### src/rtl/gf2mz_mult_sched.sv
// Round-robin scheduler sharing one GF(2^m)[z] multiplier core among NREQ requesters.
// Optional performance counters are enabled with `define GF2MZ_SCHED_PERF_EN.
module gf2mz_mult_sched #(
  parameter int NREQ    = 2,
  parameter int SEL_W   = 1,
  parameter int TIMEOUT = 4096,
  parameter int CNT_W   = 16
) (
  input  logic             clk,
  input  logic             rst_b,
  input  logic [NREQ-1:0]  req,
  output logic [NREQ-1:0]  ack,
  output logic             err,
  output logic [NREQ-1:0]  grant,
  output logic [SEL_W-1:0] core_sel,
  output logic             core_start,
  input  logic             core_done,
  output logic             busy
`ifdef GF2MZ_SCHED_PERF_EN
  ,
  output logic [CNT_W-1:0] perf_ops,
  output logic [CNT_W-1:0] perf_busy_cyc
`endif
);

  typedef enum logic [1:0] {
    IDLE,
    START,
    WAIT,
    ACK
  } state_t;

  localparam logic             WD_EN   = (TIMEOUT != 0);
  localparam logic [CNT_W-1:0] WD_LAST = CNT_W'(TIMEOUT - 1);

  state_t           state;
  logic [CNT_W-1:0] wd_cnt;
  logic [SEL_W-1:0] last;
  logic [SEL_W-1:0] pick_idx;
  logic [SEL_W-1:0] cand;
  logic [NREQ-1:0]  pick_grant;
  logic             pick_valid;

  // Scan offsets from farthest to nearest so the requester closest after 'last' wins.
  always_comb begin
    pick_idx = '0;
    cand     = '0;
    for (int i = NREQ; i >= 1; i--) begin
      cand = SEL_W'((int'(last) + i) % NREQ);
      if (req[cand]) pick_idx = cand;
    end
  end

  assign pick_valid = |req;
  assign pick_grant = NREQ'(1) << pick_idx;

  always_ff @(posedge clk or negedge rst_b) begin
    if (!rst_b) begin
      state      <= IDLE;
      ack        <= '0;
      err        <= 1'b0;
      grant      <= '0;
      core_sel   <= '0;
      core_start <= 1'b0;
      busy       <= 1'b0;
      wd_cnt     <= '0;
      last       <= SEL_W'(NREQ - 1);
    end else begin
      ack        <= '0;
      err        <= 1'b0;
      core_start <= 1'b0;
      case (state)
        IDLE: begin
          if (pick_valid) begin
            state      <= START;
            grant      <= pick_grant;
            core_sel   <= pick_idx;
            core_start <= 1'b1;
            busy       <= 1'b1;
            last       <= pick_idx;
          end
        end
        START: begin
          state <= WAIT;
        end
        WAIT: begin
          // A real completion takes precedence over a watchdog expiry in the same cycle.
          if (core_done) begin
            state <= ACK;
            ack   <= grant;
          end else if (WD_EN && wd_cnt == WD_LAST) begin
            state <= ACK;
            ack   <= grant;
            err   <= 1'b1;
          end else begin
            wd_cnt <= wd_cnt + 1'b1;
          end
        end
        ACK: begin
          state  <= IDLE;
          grant  <= '0;
          busy   <= 1'b0;
          wd_cnt <= '0;
        end
        default: begin
          state <= IDLE;
        end
      endcase
    end
  end

`ifdef GF2MZ_SCHED_PERF_EN
  // Both counters stick at all-ones rather than wrapping.
  always_ff @(posedge clk or negedge rst_b) begin
    if (!rst_b) begin
      perf_ops      <= '0;
      perf_busy_cyc <= '0;
    end else begin
      if (|ack && perf_ops != '1) perf_ops <= perf_ops + 1'b1;
      if (busy && perf_busy_cyc != '1) perf_busy_cyc <= perf_busy_cyc + 1'b1;
    end
  end
`endif

endmodule

### config.mk
export PLATFORM = sky130hd
export DESIGN_NAME = gf2mz_mult_sched
export DESIGN_NICKNAME = d
export VERILOG_FILES = /design/src/rtl/gf2mz_mult_sched.sv
export SDC_FILE = /design/constraint.sdc
export NUM_CORES = 1
export LEC_CHECK = 0
export BUFFER_PORTS_ARGS = -buffer_cell sky130_fd_sc_hd__buf_2
export CAP_MARGIN = 20
export CORE_MARGIN = 5
export CORE_UTILIZATION = 63
export CTS_CLUSTER_SIZE = 14
export DETAILED_ROUTE_END_ITERATION = 10
export GPL_ROUTABILITY_DRIVEN = 0
export PLACE_DENSITY = 0.83
export SLEW_MARGIN = 20
export SYNTH_ARGS = -nofsm -noshare
export SYNTH_HDL_FRONTEND = slang
export SYNTH_SLANG_ARGS = --single-unit
### constraint.sdc
create_clock -name clk -period 3.3 [get_ports clk]
set_clock_uncertainty 0.1 [all_clocks]
set_input_delay 0.66 -clock clk [delete_from_list [all_inputs] [get_ports clk]]
set_output_delay 0.66 -clock clk [all_outputs]
set_load 0.01 [all_outputs]
==> results of run 1 <==
-- per-stage QoR --
step	power, mW	setup WS [ns]	instances
4_1_cts	1.24	0.747	203
6_report	1.25	0.710	203
3_5_place_dp	1.10	0.790	199
5_1_grt	1.34	0.635	203
3_3_place_gp	1.07	0.858	199
2_1_floorplan	0.953	1.05	168
-- registers in the layout (all words and copies together), names as in the netlist --
signal	count
ack	2
last	1
err	1
wd_cnt	16
state	2
grant	2
busy	1
core_sel	1
core_start	1
-- cell usage in the layout, fill, tap and decap left out, types with 3 or more instances in the layout --
master      n
dfrtp_1    26
nand3_1    14
nand2_1    13
nand4_1    12
buf_2      12
nor2_1      7
inv_1       6
o21ai_0     6
and3_1      5
or4_1       5
a21oi_1     5
o211ai_1    5
ha_1        5
nor3_1      4
a31oi_1     3
a21o_1      3
mux2i_1     3
o2bb2ai_1   3
nand2b_1    3
clkbuf_4    3
-- power by group through the flow --
stage          clock, mW  sequential (mW)  combinational, mW
6_report           0.154            0.586              0.513
3_3_place_gp           0            0.580              0.488
2_1_floorplan          0            0.545              0.408
3_5_place_dp           0            0.587              0.510
4_1_cts            0.151            0.581              0.512
5_1_grt            0.162            0.604              0.574
-- cell type report --
type / instances / area, sq um / area share (%)
Sequential cell: 27 / 677 / 40.5
Clock buffer: 3 / 22.5 / 1.35
Timing Repair Buffer: 14 / 75.1 / 4.49
Inverter: 6 / 22.5 / 1.35
Multi-Input combinational cell: 122 / 831 / 49.7
Tap cell: 30 / 37.5 / 2.25
Clock inverter: 1 / 5.00 / 0.300
-- how the worst min path moves through the flow --
stage | slack [ns] | end | cells after the start | from
global route | 0.24 | wd_cnt[15] | 1 | rst_b
CTS | 0.23 | wd_cnt[15] | 1 | rst_b
finish | 0.20 | err | 1 | rst_b
floorplan | 0.26 | ack[0] | 0 | rst_b
detailed placement | 0.38 | core_sel | 1 | core_sel
global placement | 0.38 | core_sel | 1 | core_sel
-- cell families after synthesis --
group           Yosys count  synth area share, %
buf+inv                  19                 5.79
mux                       4                 2.58
fa+ha+maj                 5                 3.91
simple gates             74                 25.6
flops                    27                 42.3
compound gates           39                 19.8
-- per-layer routing --
metal	share of wire [%]	global-route usage, %	wire length (microns)	up-vias
met5	0	0	0	-
met4	1.2	9.18	44	0
met3	7.5	2.98	264	10
met2	49	36.0	1740	71
met1	42	26.9	1490	652
li1	-	-	-	645
-- worst max-delay path, stage by stage (launching register included) --
cell	delay (ns)
dfrtp_1	0.50
or4_4	0.57
o41ai_4	0.57
buf_4	0.27
and2_1	0.33
o211ai_1	0.14
-- cell usage after synthesis, types with 2 or more instances --
library cell	n
buf_1	2
nand2_1	13
ha_1	5
nor3_1	4
a2111o_1	2
and2_1	2
a211o_1	2
a32o_1	2
a21oi_1	5
nor2b_1	2
nand2b_1	3
inv_1	6
mux2i_1	3
nand3_1	14
nand4_1	12
o21ai_0	6
dfrtp_1	26
a21o_1	3
nor2_1	7
buf_6	2
clkbuf_1	6
o211ai_1	5
o2bb2ai_1	3
nor4_1	2
a31oi_1	3
buf_2	2
and3_1	5
or4_1	5
==> flow_summary.toml, run 1 <==
[status]
status = "finished, final reports clean"

[hold_path]
min_path_type = "in2async"

[power]
p_comb_share_pct = 40.9
p_clk_share_pct = 12.3
p_int_mw = 0.700
ir_drop_mv = 0.726
power_frac_seq_pct = 46.8
p_sw_share_pct = 44.1
p_sw_mw = 0.553
p_leak_nw = 0.731
power.density_mw_per_mm2 = 750

[layout]
fin_nets = 184
fin_area_sq_mm = 0.00167
area_delta_synth_final_pct = 4.38
n_fill_cell = 197
n_antenna_cell = 0
drive_above_1_share_pct = 15.0
final_core_util_pct = 68.0

[clock_network]
numCtsBuffers = 3
cts_buffer_depth = 2
cts.repair.resized = 0
clk_latency_ns = 0.33
cts_root_buffer = "clkbuf_4"
h-tree-depth = 1
clkTransAtPathRegs_ns = 0.16
cts.sinks = 27
cts_tree = "built"
postCtsHoldBufs = 0
postCtsSetupBuffers = 0

[grt]
grt-ovfl-total = 0
track_usage_pct = 21.2
antenna_found_initial = 0
grt_pass1_vias = 1313
grt_pass1_wl_microns = 5910
grt_max_degree = 28

[critical_path]
critPathCaptureType = "flop"
endpoint = "wd_cnt[15]"
crit_fanout = 11
r2r-end = "wd_cnt[15]"
crit_start = "wd_cnt[12]"
startpoint_type = "flop"
r2r_slack_ns = 0.71
r2r_cells = 5
crit_required_ns = 3.43
crit_arrival_ns = 2.72
worst-setup-path-type = "reg2reg"
r2r_start = "wd_cnt[12]"

[timing]
relSlewSlack_pct = 55.1
fin_tns_setup_ns = 0
fmax_ghz = 0.386
fin_crit_sh_pct = 78.5
hold_violations = 0
slew_viol_final = 0
setup_viol = 0
tightest_slew_ns = 0.674
holdWs_ns = 0.204
min_period_ns = 2.59
grt_setup_unrepaired = "false"

[drt]
num_vias = 1378
firstDrtPassIters = 4
ant_nets = 0
drt_iter0_markers = 124
wl_microns = 3540
route.detailed.drc = 0
wire_per_inst_microns = 17.4
vias_per_cell = 6.79

[synth]
synth_area_leaders = "dfrtp_1, nand4_1, nand3_1, ha_1, nand2_1"
synth_area_leader_cell = "dfrtp_1"
seq_area_frac_synth_pct = 42.3
synth_cell_types = 44
async_reset_ff_share_pct = 100
syn_inst = 168
synth-seq-cells = 27
synth_edf_count = 0
synthesis.area_sq_mm = 0.00160
avgSynthCellArea_sq_um = 9.53
synth_top_area_share_pct = 40.7
synthFlopType = "dfrtp_1"
ys_warn_count = 0
syn-num-nets = 178

[floorplanning]
die_w_microns = 60.4
die_area_sq_mm = 0.00365
fp.dieH_microns = 60.4
start_util_pct = 65.2
ioPinCount = 13
core_area_sq_mm = 0.00245
num_rows = 18

[place]
placed_area_sq_mm = 0.00164
hpwlAfterDp_microns = 2380
port_buffers = 12

[flow_run]
drv_cap = 0
Power figures use the tool's default switching activity.
==> run 2, diff against run 1 <==
- CORE_UTILIZATION: 63 -> 53
- PLACE_DENSITY: 0.83 -> 0.75
- clock period: 3.3 -> 2.3 ns (I/O delays scaled with it)
==> flow_summary.toml, run 2 (synthesis results as in run 1) <==
[layout]
final_cells = 217
mostFrequentLayoutCells = "dfrtp_1, nand3_1, nand2_1, buf_4"
area_delta_synth_final_pct = 9.85
n_antenna_cell = 0
mostFrequentLayoutCell = "dfrtp_1"
n_fill_cell = 266
fin_nets = 195
drive_above_1_share_pct = 20.7
largest_register_ff_count = 16
largest-register = "wd_cnt"

[floorplanning]
start_util_pct = 53.7
die_w_microns = 65.0
ioPinCount = 13
core_area_sq_mm = 0.00298
fp.dieH_microns = 65.0
num_rows = 20
die_area_sq_mm = 0.00422

[grt]
antenna_found_initial = 0
grt_max_degree = 28
grt-ovfl-total = 0
grt_pass1_vias = 1353
grt_pass1_wl_microns = 6100
track_usage_pct = 18.2

[timing]
tightest_slew_ns = 0.600
min_period_ns = 2.22
fin_crit_sh_pct = 96.5
setup_viol = 0
slew_viol_final = 0
layout_setup_ws_ns = 0.0809
relSlewSlack_pct = 60.0
fmax_ghz = 0.451
hold_violations = 0

[critical_path]
crit_fanout = 12
cp_slowest_stage_delay_ns = 0.51
slowest_stage = "o41ai_4"
worstPathCellList = "ha_1, nand3_1, o41ai_4, buf_4, nand2b_1, o211ai_1"
crit_required_ns = 2.41
crit_buf_inv = 1
worst-setup-path-type = "reg2reg"
critPathCaptureType = "flop"
startpoint_type = "flop"
crit_family = "compound AO/OA/AOI/OAI gates"
crit_arrival_ns = 2.33

[flow_run]
drv_cap = 0

[clock_network]
clkTransAtPathRegs_ns = 0.16
postCtsHoldBufs = 0
cts_root_buffer = "clkbuf_4"
cts_tree = "built"
h-tree-depth = 1
clk_latency_ns = 0.33
cts_buffer_depth = 2
cts.sinks = 27
numCtsBuffers = 3

[drt]
ant_nets = 0
drt_iter0_markers = 70
wire_per_inst_microns = 16.7
firstDrtPassIters = 4
route.detailed.drc = 0
wl_microns = 3630
vias_per_cell = 6.46
num_vias = 1402

[power]
p_leak_nw = 0.794
power.density_mw_per_mm2 = 1050
ir_drop_mv = 0.595

[place]
dp_cells = 212
pre_cts_ws_ns = 0.0543
hpwlAfterDp_microns = 2670
port_buffers = 12

[status]
status = "finished, final reports clean"

[hold_path]
min_path_type = "in2async"
-- run 2: cell count changes in the layout (fill, tap and decap cells not counted) --
| cell | before | now |
|---|---|---|
| buf_4 | 2 | 13 |
| dfrtp_1 | 26 | 25 |
| dfrtp_2 | 0 | 1 |
-- run 2: layer usage --
layer	global-route usage, %	wire length (microns)	vias up
li1	-	-	665
met1	22.1	1600	692
met5	0	0	-
met3	2.77	151	4
met4	4.49	29	0
met2	33.2	1860	41
-- run 2: cell type report --
class	instances	area, sq um	area share [%]
multi-input combinational	122	831	47.3
clock inverter	1	5.00	0.285
inverter	6	22.5	1.28
sequential	27	678	38.6
timing repair buffer	25	158	8.97
tap	33	41.3	2.35
clock buffer	3	22.5	1.28
-- run 2: path summary, 6_finish.rpt --
kind                       startpoint          to  slack, ns  cells after the start
hold / removal                  rst_b  wd_cnt[14]       0.01                      1
setup / recovery            wd_cnt[1]   wd_cnt[1]       0.08                      6
min in group clk               req[0]        last       0.22                      2
hold reg to reg                  busy        busy       0.44                      1
setup reg to reg            wd_cnt[1]   wd_cnt[1]       0.08                      6
max in group asynchronous       rst_b   wd_cnt[0]       1.66                      1
-- run 2: metrics by stage --
stage	utilization [%]	TNS, ns	power, mW	hold WS (ns)	cell area, sq um
3_5_place_dp	57.8	0	1.64	0.406	1720
5_1_grt	59.0	-0.00829	1.99	0.0525	1760
6_report	59.0	0	1.85	0.0135	1760
3_3_place_gp	57.8	0	1.60	0.394	1720
4_1_cts	58.7	0	1.86	0.0320	1750
2_1_floorplan	-	0	1.37	0.0644	1600
-- run 2: power breakdown --
| part | internal, mW | total (mW) | switching [mW] | leakage (nW) |
|---|---|---|---|---|
| clock | 0.0651 | 0.210 | 0.144 | 0.0177 |
| combinational | 0.361 | 0.825 | 0.465 | 0.418 |
| sequential | 0.633 | 0.818 | 0.186 | 0.358 |
| total | 1.06 | 1.85 | 0.795 | 0.794 |
-- run 2: repair_timing --
item	in CTS	in global routing
setup buffers	0	1
endpoints found under the setup margin	0	6
gates resized for setup	0	1
